[src/rtl/error_stream_gen.sv]
// Multi-round surface-code error stream generator.
// Per-lane Galois LFSRs feed persistent data errors and transient measurement errors.
module error_stream_gen #(
  parameter int          CODE_DISTANCE_X = 5,
  parameter int          CODE_DISTANCE_Z = 4,
  parameter int          NUM_ROUNDS      = CODE_DISTANCE_X,
  parameter int          LANES           = 4,
  parameter logic [31:0] SEED            = 32'hACE12468,
  localparam int MEAS_WIDTH = (CODE_DISTANCE_X - 1) * CODE_DISTANCE_Z,
  localparam int NUM_CHUNKS = (MEAS_WIDTH + LANES - 1) / LANES,
  localparam int ROUND_W    = (NUM_ROUNDS > 1) ? $clog2(NUM_ROUNDS) : 1
) (
  input  logic                  clk,
  input  logic                  reset,
  input  logic                  next,
  input  logic [15:0]           p_data,
  input  logic [15:0]           p_meas,
  input  logic                  ready,
  output logic                  busy,
  output logic                  valid,
  output logic [MEAS_WIDTH-1:0] measurement_values,
  output logic [ROUND_W-1:0]    round_index,
  output logic                  last_round
);

  localparam int          CHUNK_W = (NUM_CHUNKS > 1) ? $clog2(NUM_CHUNKS) : 1;
  localparam logic [31:0] TAPS    = 32'h80200003;

  typedef enum logic [1:0] {
    IDLE,
    GEN,
    HOLD
  } state_t;

  state_t                state_q;
  logic                  busy_q;
  logic                  valid_q;
  logic [MEAS_WIDTH-1:0] meas_q;
  logic [MEAS_WIDTH-1:0] syn_q;
  logic [15:0]           pd_q;
  logic [15:0]           pm_q;
  logic [CHUNK_W-1:0]    chunk_q;
  logic [ROUND_W-1:0]    round_q;
  logic                  last_q;

  logic [ROUND_W-1:0]    round_d;
  logic [LANES-1:0]      ed;
  logic [LANES-1:0]      em;
  logic [MEAS_WIDTH-1:0] hit;
  logic [MEAS_WIDTH-1:0] syn_d;
  logic [MEAS_WIDTH-1:0] meas_d;

  for (genvar l = 0; l < LANES; l++) begin : g_lane
    localparam logic [31:0] S0 = SEED ^ (32'(l) * 32'h9E3779B9);
    localparam logic [31:0] SI = (S0 == 32'h0) ? 32'h1 : S0;
    logic [31:0] lfsr_q;
    logic [31:0] lfsr_d;
    logic [15:0] rand_d;
    logic [15:0] rand_m;

    assign rand_d = lfsr_q[15:0];
    assign rand_m = lfsr_q[31:16];
    assign lfsr_d = {1'b0, lfsr_q[31:1]} ^ (lfsr_q[0] ? TAPS : 32'h0);
    assign ed[l]  = (rand_d < pd_q) | (&pd_q);
    assign em[l]  = (rand_m < pm_q) | (&pm_q);

    always_ff @(posedge clk) begin
      if (!reset) begin
        lfsr_q <= SI;
      end else if (state_q == GEN) begin
        lfsr_q <= lfsr_d;
      end
    end
  end

  // Bit b belongs to lane b%LANES and is written in chunk b/LANES.
  for (genvar b = 0; b < MEAS_WIDTH; b++) begin : g_bit
    localparam int L = b % LANES;
    localparam int C = b / LANES;
    assign hit[b]    = (chunk_q == CHUNK_W'(C));
    assign syn_d[b]  = syn_q[b] ^ ed[L];
    assign meas_d[b] = syn_d[b] ^ (em[L] & ~last_q);
  end

  assign round_d = last_q ? '0 : round_q + 1'b1;

  always_ff @(posedge clk) begin
    if (!reset) begin
      state_q <= IDLE;
      busy_q  <= 1'b0;
      valid_q <= 1'b0;
      meas_q  <= '0;
      syn_q   <= '0;
      pd_q    <= '0;
      pm_q    <= '0;
      chunk_q <= '0;
      round_q <= '0;
      last_q  <= (NUM_ROUNDS == 1);
    end else begin
      unique case (state_q)
        IDLE: begin
          if (next) begin
            pd_q    <= p_data;
            pm_q    <= p_meas;
            chunk_q <= '0;
            busy_q  <= 1'b1;
            state_q <= GEN;
            if (round_q == '0) syn_q <= '0;
          end
        end
        GEN: begin
          syn_q   <= (syn_q & ~hit) | (syn_d & hit);
          meas_q  <= (meas_q & ~hit) | (meas_d & hit);
          chunk_q <= chunk_q + 1'b1;
          if (chunk_q == CHUNK_W'(NUM_CHUNKS - 1)) begin
            valid_q <= 1'b1;
            state_q <= HOLD;
          end
        end
        HOLD: begin
          if (ready) begin
            valid_q <= 1'b0;
            busy_q  <= 1'b0;
            round_q <= round_d;
            last_q  <= (round_d == ROUND_W'(NUM_ROUNDS - 1));
            state_q <= IDLE;
          end
        end
        default: state_q <= IDLE;
      endcase
    end
  end

  assign busy               = busy_q;
  assign valid              = valid_q;
  assign measurement_values = meas_q;
  assign round_index        = round_q;
  assign last_round         = last_q;

endmodule

[config.mk]
export PLATFORM = sky130hd
export DESIGN_NAME = error_stream_gen
export DESIGN_NICKNAME = d
export VERILOG_FILES = /design/src/rtl/error_stream_gen.sv
export SDC_FILE = /design/constraint.sdc
export NUM_CORES = 1
export LEC_CHECK = 0
export ABC_CLOCK_PERIOD_IN_PS = 4900
export BUFFER_PORTS_ARGS = -buffer_cell sky130_fd_sc_hd__buf_2
export CELL_PAD_IN_SITES_DETAIL_PLACEMENT = 1
export CELL_PAD_IN_SITES_GLOBAL_PLACEMENT = 1
export CORE_MARGIN = 2
export CORE_UTILIZATION = 50
export DETAILED_ROUTE_END_ITERATION = 12
export PLACE_DENSITY = 0.9
export SYNTH_ARGS = -nofsm -noshare
export SYNTH_HDL_FRONTEND = slang
export SYNTH_SLANG_ARGS = --single-unit
[constraint.sdc]
create_clock -name clk -period 4.9 [get_ports clk]
set_clock_uncertainty 0.05 [all_clocks]
set_input_delay 0.245 -clock clk [delete_from_list [all_inputs] [get_ports clk]]
set_output_delay 0.245 -clock clk [all_outputs]
set_load 0.05 [all_outputs]
# Word level (Yosys, flattened, before mapping)

Cells that the tools add are included.

Word-level logic and storage cells: 124
Flip-flop bits (word level): 202
Output and inout bits: 22

Reductions and logical operators: 15
Bitwise gates (word level): 56
Equality and inequality tests: 10
Add/sub/neg operators: 2
Mux-type cells: 19
$lt $le $gt $ge: 8

Operators by type and width:

| operator                                            | count |
|---|---|
| < comparator 16 bit                                 | 8 |
| two-way mux 32 bit                                  | 4 |
| XOR 31 x 32 -> 32 bit                               | 4 |
| AND 16 bit                                          | 4 |
| two-way mux 16 bit                                  | 2 |
| bitwise OR 16 bit                                   | 2 |
| one-hot mux 16 bit (2 select lines)                 | 1 |
| AND reduction 16 bit                                | 2 |
| XOR 1 bit                                           | 32 |
| NOT 16 bit                                          | 1 |
| AND reduction 3 bit                                 | 4 |
| two-way mux 2 bit                                   | 4 |
| inequality test 2 bit, second input constant        | 4 |
| bitwise OR 1 bit                                    | 8 |
| equality test 2 bit, second input constant          | 3 |
| one-hot mux 2 bit (3 select lines)                  | 1 |
| AND reduction 2 bit                                 | 3 |
| nonzero test 2 bit                                  | 3 |
| AND 1 bit                                           | 4 |
| equality test 2 x 1 -> 1 bit, second input constant | 2 |
| zero test 2 bit                                     | 2 |
| one-hot mux 1 bit (2 select lines)                  | 2 |
| one-hot mux 2 bit (2 select lines)                  | 1 |
| adder 3 x 1 -> 3 bit, second input constant         | 1 |
| 6 further kinds                                     | 8 |

# Depth between registers and ports, before layout

Gate-level depths: netlist of the first run.

Word-level depth: 6
Mapped depth: 10
Depth with buffers taken out: 10

# Worst setup path before layout of the first run

No wires, ideal clock.

Path type: reg-to-reg
From: register pd_q[9]
To: register (tool-made name)
Required time: 4730 ps
Setup time: 120 ps
Arrival time: 2308 ps
Slack: 2423 ps
Cell stages (with the launch flop): 11
Clock period less this slack: 2477 ps
Cell sequence: dfxtp_1 -> inv_1 -> ha_1 -> a21o_1 -> nand3_1 -> a21oi_1 -> a2111oi_1 -> a21oi_4 -> xnor2_2 -> nor4b_1 -> a211o_1

RTL lines:

| element                | RTL line | text |
|---|---|---|
| start, declared        | 40       | `logic [15:0] pd_q;` |
| start signal, assigned | 103      | `pd_q <= p_data;` |

==> reports/metrics.yaml, run 1 <==
dp_slack_ns: 1.80
slew_headroom_pct: 21.9
ys.flop_type: "dfxtp_1"
yosys_warnings: 0
synth-xor-area-share_pct: 1.61
setup_ws_ns: 1.75
maxCapViolations: 0
layoutNonFillerInstCount: 1637
intPower_mw: 3.00
holdWs_ns: 0.00875
track_usage_pct: 29.4
ant_nets: 0
hold_path_class: "input port to flip-flop"
synth_mux_area_share_pct: 0
clkSlewWorstSetupHoldPaths_ns: 0.06
grt_max_degree: 187
antenna-diode-count: 0
power_density_nw_per_um2: 358
cts_tree: "done"
crit_path_max_incr_delay_ns: 0.66
start_util_pct: 50.9
finalSetupViolCount: 0
p_leak_nw: 5.14
std_cell_rows: 53
io_pins: 58
via_per_inst: 5.90
synth_adder_area_share_pct: 14.7
clock_sinks: 202
period_share_pct: 64.2
r2r_slack_ns: 1.75
p_switching_mw: 1.33
port_buffers: 57
synth-compound-area-share_pct: 18.6
cp-end-kind: "flip-flop"
nNetsFinal: 1508
setup_tns_ns: 0
die_w_um: 150
p_seq_share_pct: 43.1
postCtsSetupBuffers: 0
dieArea_um2: 22600
crit_buf_inv: 1
p_comb_share_pct: 19.4
root_buffer: "clkbuf_16"
coreArea_um2: 21000
synth_top_area_cell: "dfxtp_1"
antenna_found_initial: 0
post-route-min-period_ns: 3.15
critical_path.top_delay_family: "compound AO/OA/AOI/OAI gates"
critPathKind: "flip-flop to flip-flop"
rr_worst_depth: 10
drive_gt1_share_pct: 8.44
status: "completed"
max_freq_mhz: 318
fillCellCount: 2495
async_flop_share_pct: 0
hp-start: "p_meas[12]"
critical_path_depth: 10
first_global_vias: 10200
yosysSeqAreaShare_pct: 37.8
multi_input_area_um2: 6240
ys_ff_latch: 202
grt_remaining_overflow: 0
drt_pre_antenna_iters: 5
synth_edf_count: 0
required_ns: 5.26
grt_setup_unrepaired: "false"
worstMarginPinSlew_ns: 1.17
cts_buffers: 23
power_mw: 4.34
crit_slowest_cell: "a2111oi_0"
drc: 0
path_max_fanout: 9
synth.distinct_cells: 49
place.gp.congestion: 0.803
power.share.switching_pct: 30.8
cp_cell_sequence: "inv_1 > ha_1 > a21o_1 > nand3_1 > a21oi_1 > a2111oi_0 > o22ai_2 > xnor2_2 > nor4b_1 > a211o_1"
ff_latch_area_um2: 4040
rr_startpoint: "pd_q[9]$_SDFFE_PN0P_"
hold_viol: 0
drt_wl_total_mm: 33.0
synth.net_count: 1462
place_inst: 1569
drtIter0Drc: 607
synth.area.top_cells: "dfxtp_1, ha_1, nand2_1"
postLayoutCoreUtil_pct: 57.6
yosysTopAreaCellShare_pct: 37.8
avgSynthCellArea_um2: 8.23
final_area_um2: 12100
syn2layout_area_growth_pct: 13.1
yosys.area_share.simple_pct: 23.2
htree_levels: 1
die_h_um: 150
grt_pass1_wl_mm: 52.8
cts_buffer_depth: 3
clk_latency_ns: 0.52
routedWlPerCell_um: 20.2
synth_top_family_by_area: "simple AND/OR/NAND/NOR gates"
ir_drop_mv: 0.245
syn_area_um2: 10700
cp-startpoint: "pd_q[9]$_SDFFE_PN0P_"
slew_violations: 0
syn_inst: 1300
min_path_cells: 3
dp_hpwl_mm: 21.2
placed_cell_area_um2: 11100
clkPwrFrac_pct: 37.5
cp-start-kind: "flip-flop"
worst_ep_arrival_time_ns: 3.51
num_vias: 9655
## area by class of cell
class | instances | area share, %
clock buffers | 37 | 5.52
well taps | 275 | 2.84
flip-flops and latches | 202 | 33.4
inverters | 44 | 1.36
multi-input cells | 984 | 51.6
repair buffers | 91 | 5.08
clock inverters | 4 | 0.217
## per-layer routing
metal	routed length, um	vias up	part of all wire (%)	track usage, %
met5	0	-	0	0
li1	-	4612	-	-
met1	13800	4704	42	34.3
met4	1330	0	4.0	13.0
met3	1460	93	4.4	4.45
met2	16400	246	50	53.1
## cells in the mapped netlist, types with 3 or more instances
| master | n |
|---|---|
| nor2_1 | 46 |
| o211a_1 | 5 |
| a21oi_1 | 42 |
| o211ai_1 | 7 |
| a31oi_1 | 16 |
| o21ai_1 | 3 |
| and3_1 | 18 |
| xnor2_2 | 3 |
| nor3_1 | 3 |
| o21ai_0 | 57 |
| a211oi_1 | 10 |
| a21boi_0 | 96 |
| dfxtp_1 | 202 |
| ha_1 | 126 |
| nor4b_1 | 16 |
| a2111oi_2 | 4 |
| nand4_1 | 21 |
| or3_1 | 4 |
| nor2b_1 | 4 |
| a2111oi_0 | 4 |
| inv_1 | 44 |
| a211o_1 | 16 |
| nand2b_1 | 8 |
| buf_1 | 6 |
| xnor2_1 | 11 |
| nand2_1 | 354 |
| nand3_1 | 67 |
| a21o_1 | 6 |
| clkbuf_1 | 63 |
| and2_1 | 6 |
## final timing paths
| kind | end |
|---|---|
| worst max-delay path | flip-flop |
| worst min-delay path | pm_q[12]$_SDFFE_PN0P_ |
| worst max register to register | flip-flop |
| worst min register to register | pm_q[9]$_SDFFE_PN0P_ |
## state kept, by name, summed over array words and instances, names as in the netlist, named ones only
signal / cells
busy: 1
chunk_q: 2
g_lane.lfsr_q: 128
last_round: 1
pd_q: 16
pm_q: 16
round_index: 3
state_q: 2
syn_q: 16
valid: 1
## kinds of logic after synthesis
family,Yosys count
xor gates and xnor gates,15
and+or+nand+nor,557
DFF,202
AOI/OAI and AO/OA,286
buffers and inverters,114
adders and majority gates,126
## power by group through the flow
stage               sequential (mW)  combinational, mW  clock (mW)
detailed placement             1.90              0.800           0
global placement               1.89              0.740           0
global route                   1.88              0.940        1.72
finish                         1.87              0.843        1.62
floorplan                      1.88              0.563           0
CTS                            1.87              0.834        1.65
## cell usage in the layout (no fill, tap or decap), drive strengths merged, types with 5 or more instances in the layout
cell         count
a2111oi         10
nand4           22
nand3           67
nor4b           16
a211oi          12
dfxtp          202
o211a            5
dlygate4sd3     27
nand2b           8
a211o           16
o211ai           7
inv             45
nand2          354
nor2            46
ha             126
a31oi           16
a21o             6
buf             64
a21oi           44
a21boi          96
and2             6
xnor2           15
and3            18
clkbuf          37
o21ai           60
## worst register-to-register path, cell delays in order (launching register included)
cell and delay, ns:
dfxtp_1 0.36, inv_1 0.11, ha_1 0.32, a21o_1 0.19, nand3_1 0.08, a21oi_1 0.07
a2111oi_0 0.66, o22ai_2 0.34, xnor2_2 0.45, nor4b_1 0.13, a211o_1 0.29
## what timing repair did
| item | in CTS | in global routing |
|---|---|---|
| hold buffers | 26 | 1 |
| endpoints found under the hold margin | 26 | 1 |
| resized for setup | 0 | 0 |
Note: power is estimated with default switching activity, not from simulation.
==> run 2: changes to the inputs <==
Settings changed: ABC_CLOCK_PERIOD_IN_PS 4900 to 3000, CORE_UTILIZATION 50 to 47, PLACE_DENSITY 0.9 to 0.86.
Clock period 4.9 ns to 3 ns, I/O delays scaled along.
==> run 2 against run 1 <==
- maximum frequency is 7.7% higher
- register-to-register slack worse by 1.7 ns
- clock power is 72% higher
- sequential share of layout area is 0.81 points lower
- sequential power is 63% higher
- combinational power is 77% higher
- cell count is 1.8% higher
- cell area is 2.5% higher
- via count is 1.8% higher
- critical path depth is 1 lower
- critical path type unchanged
- highest routed layer unchanged
==> reports/metrics.yaml, run 2 (synthesis results as in run 1) <==
multi_input_area_um2: 6300  # was 6240 um^2
hold_path_class: "input port to flip-flop"  # unchanged
post-route-min-period_ns: 2.92  # was 3.15 ns
drt_wl_total_mm: 33.6  # was 33.0 mm
worstMarginPinSlew_ns: 0.941  # was 1.17 ns
grt_max_degree: 149  # was 187
dp_hpwl_mm: 21.0  # was 21.2 mm
grt_pass1_wl_mm: 52.2  # was 52.8 mm
setup_ws_ns: 0.0792  # was 1.75 ns
hold_viol: 0  # unchanged
finalSetupViolCount: 0  # unchanged
dieArea_um2: 24000  # was 22600 um^2
holdWs_ns: 0.116  # was 0.00875 ns
critPathKind: "flip-flop to flip-flop"  # unchanged
ff_latch_area_um2: 4040  # unchanged
start_util_pct: 47.5  # was 50.9%
via_per_inst: 5.90  # about the same
clkSlewWorstSetupHoldPaths_ns: 0.06  # about the same
crit_slowest_cell: "a221oi_1"  # was a2111oi_0
first_global_vias: 10300  # was 10200
cp-start-kind: "flip-flop"  # unchanged
worst_ep_arrival_time_ns: 3.27  # was 3.51 ns
postLayoutCoreUtil_pct: 55.1  # was 57.6%
top_register: "g_lane.lfsr_q"  # unchanged
die_w_um: 155  # was 150 um
drive_gt1_share_pct: 9.92  # was 8.44%
cp_cell_sequence: "inv_1 > ha_1 > a211oi_2 > o21bai_1 > a221oi_1 > o22ai_4 > xnor2_4 > nor4b_1 > a211o_1"  # was inv_1 > ha_1 > a21o_1 > nand3_1 > a21oi_1 > a2111oi_0 > o22ai_2 > xnor2_2 > nor4b_1 > a211o_1
antenna-diode-count: 0  # unchanged
p_leak_nw: 5.27  # was 5.14 nW
drt_pre_antenna_iters: 5  # unchanged
track_usage_pct: 26.7  # was 29.4%
status: "completed"  # unchanged
ir_drop_mv: 0.411  # was 0.245 mV
ant_nets: 0  # unchanged
maxCapViolations: 0  # unchanged
slew_violations: 0  # unchanged
grt_remaining_overflow: 0  # unchanged
fillCellCount: 2661  # was 2495
place.gp.congestion: 0.813  # was 0.803
required_ns: 3.35  # was 5.26 ns
std_cell_rows: 55  # was 53
postCtsSetupBuffers: 0  # unchanged
path_max_fanout: 9  # unchanged
largest_register_ffs: 128  # unchanged
cts_tree: "done"  # unchanged
drc: 0  # unchanged
nNetsFinal: 1530  # was 1508
final_cell_mix: "nand2_1, dfxtp_1, ha_1, a21boi_0, nand3_1"  # unchanged
clk_latency_ns: 0.52  # about the same
syn2layout_area_growth_pct: 15.9  # was 13.1%
cts_buffer_depth: 3  # unchanged
crit_path_max_incr_delay_ns: 0.50  # was 0.66 ns
coreArea_um2: 22500  # was 21000 um^2
antenna_found_initial: 0  # unchanged
max_freq_mhz: 342  # was 318 MHz
period_share_pct: 97.4  # was 64.2%
final_common_cell: "nand2_1"  # unchanged
slew_headroom_pct: 37.1  # was 21.9%
clock_sinks: 202  # unchanged
routedWlPerCell_um: 20.2  # about the same
dp_slack_ns: -0.0390  # was 1.80 ns
io_pins: 58  # unchanged
port_buffers: 57  # unchanged
htree_levels: 1  # unchanged
cp-end-kind: "flip-flop"  # unchanged
power_density_nw_per_um2: 591  # was 358 nW/um^2
root_buffer: "clkbuf_16"  # unchanged
drtIter0Drc: 602  # was 607
cts_buffers: 24  # was 23
num_vias: 9831  # was 9655
die_h_um: 155  # was 150 um
## run 2: cell types whose count changed in the layout (fill, tap and decap cells not counted), sizes merged
| cell | change |
|---|---|
| clkbuf | -2 |
| clkinv | +1 |
| inv | -1 |
| buf | +15 |
| dlygate4sd3 | +6 |
## run 2: through the flow
stage	cells	area, um^2	power [mW]	TNS, ns
after global placement	1594	11300	4.35	0
after global routing	1666	12400	7.66	-0.0946
final	1666	12400	7.33	0
after detailed placement	1594	11300	4.44	-0.107
after CTS	1666	12400	7.27	0
after floorplan	1300	10700	3.99	0
## run 2: area by class of cell
type	instances	share of cell area (%)
Clock inverter	4	0.182
Clock buffer	35	5.75
Timing Repair Buffer	112	6.45
Multi-Input combinational cell	984	50.8
Sequential cell	202	32.6
Tap cell	285	2.88
Inverter	44	1.33
## run 2: final timing paths
| kind | to | slack, ns | start | depth (start not counted) |
|---|---|---|---|---|
| worst min register to register | busy$_SDFFE_PN0P_ | 0.42 | busy$_SDFFE_PN0P_ | 2 |
| worst min-delay path | pm_q[11]$_SDFFE_PN0P_ | 0.12 | next | 4 |
| worst max register to register | flip-flop | 0.08 | pd_q[1]$_SDFFE_PN0P_ | 9 |
| worst max-delay path | flip-flop | 0.08 | pd_q[1]$_SDFFE_PN0P_ | 9 |
## run 2: power by group
group / leakage [nW] / internal [mW] / switching, mW
clock network: 0.362 / 1.63 / 1.16
registers: 1.66 / 2.87 / 0.181
logic: 3.25 / 0.581 / 0.913
total: 5.27 / 5.08 / 2.25
## run 2: metal layers
layer / global-route usage, % / vias up / part of all wire [%]
met5: 0 / - / 0
met3: 3.40 / 80 / 3.2
met4: 10.2 / 0 / 3.7
met1: 31.6 / 4859 / 41
met2: 49.0 / 233 / 52
li1: - / 4659 / -
## run 2: worst max-delay path: cells and delay by family (launching register included)
| family | cells | cell delay (ns) |
|---|---|---|
| AO/OA/AOI/OAI | 5 | 1.46 |
| XOR/XNOR | 1 | 0.34 |
| adder cells (fa/ha/maj) | 1 | 0.35 |
| buffers and inverters | 1 | 0.13 |
| flip-flops | 1 | 0.37 |
| AND/OR/NAND/NOR | 1 | 0.10 |
## run 2: repair_timing
action                                  CTS  global route
gates resized for setup                   1             9
endpoints found under the hold margin    33             0
endpoints found under the setup margin    4             8
cloned                                    0             0
hold buffers                             33             0
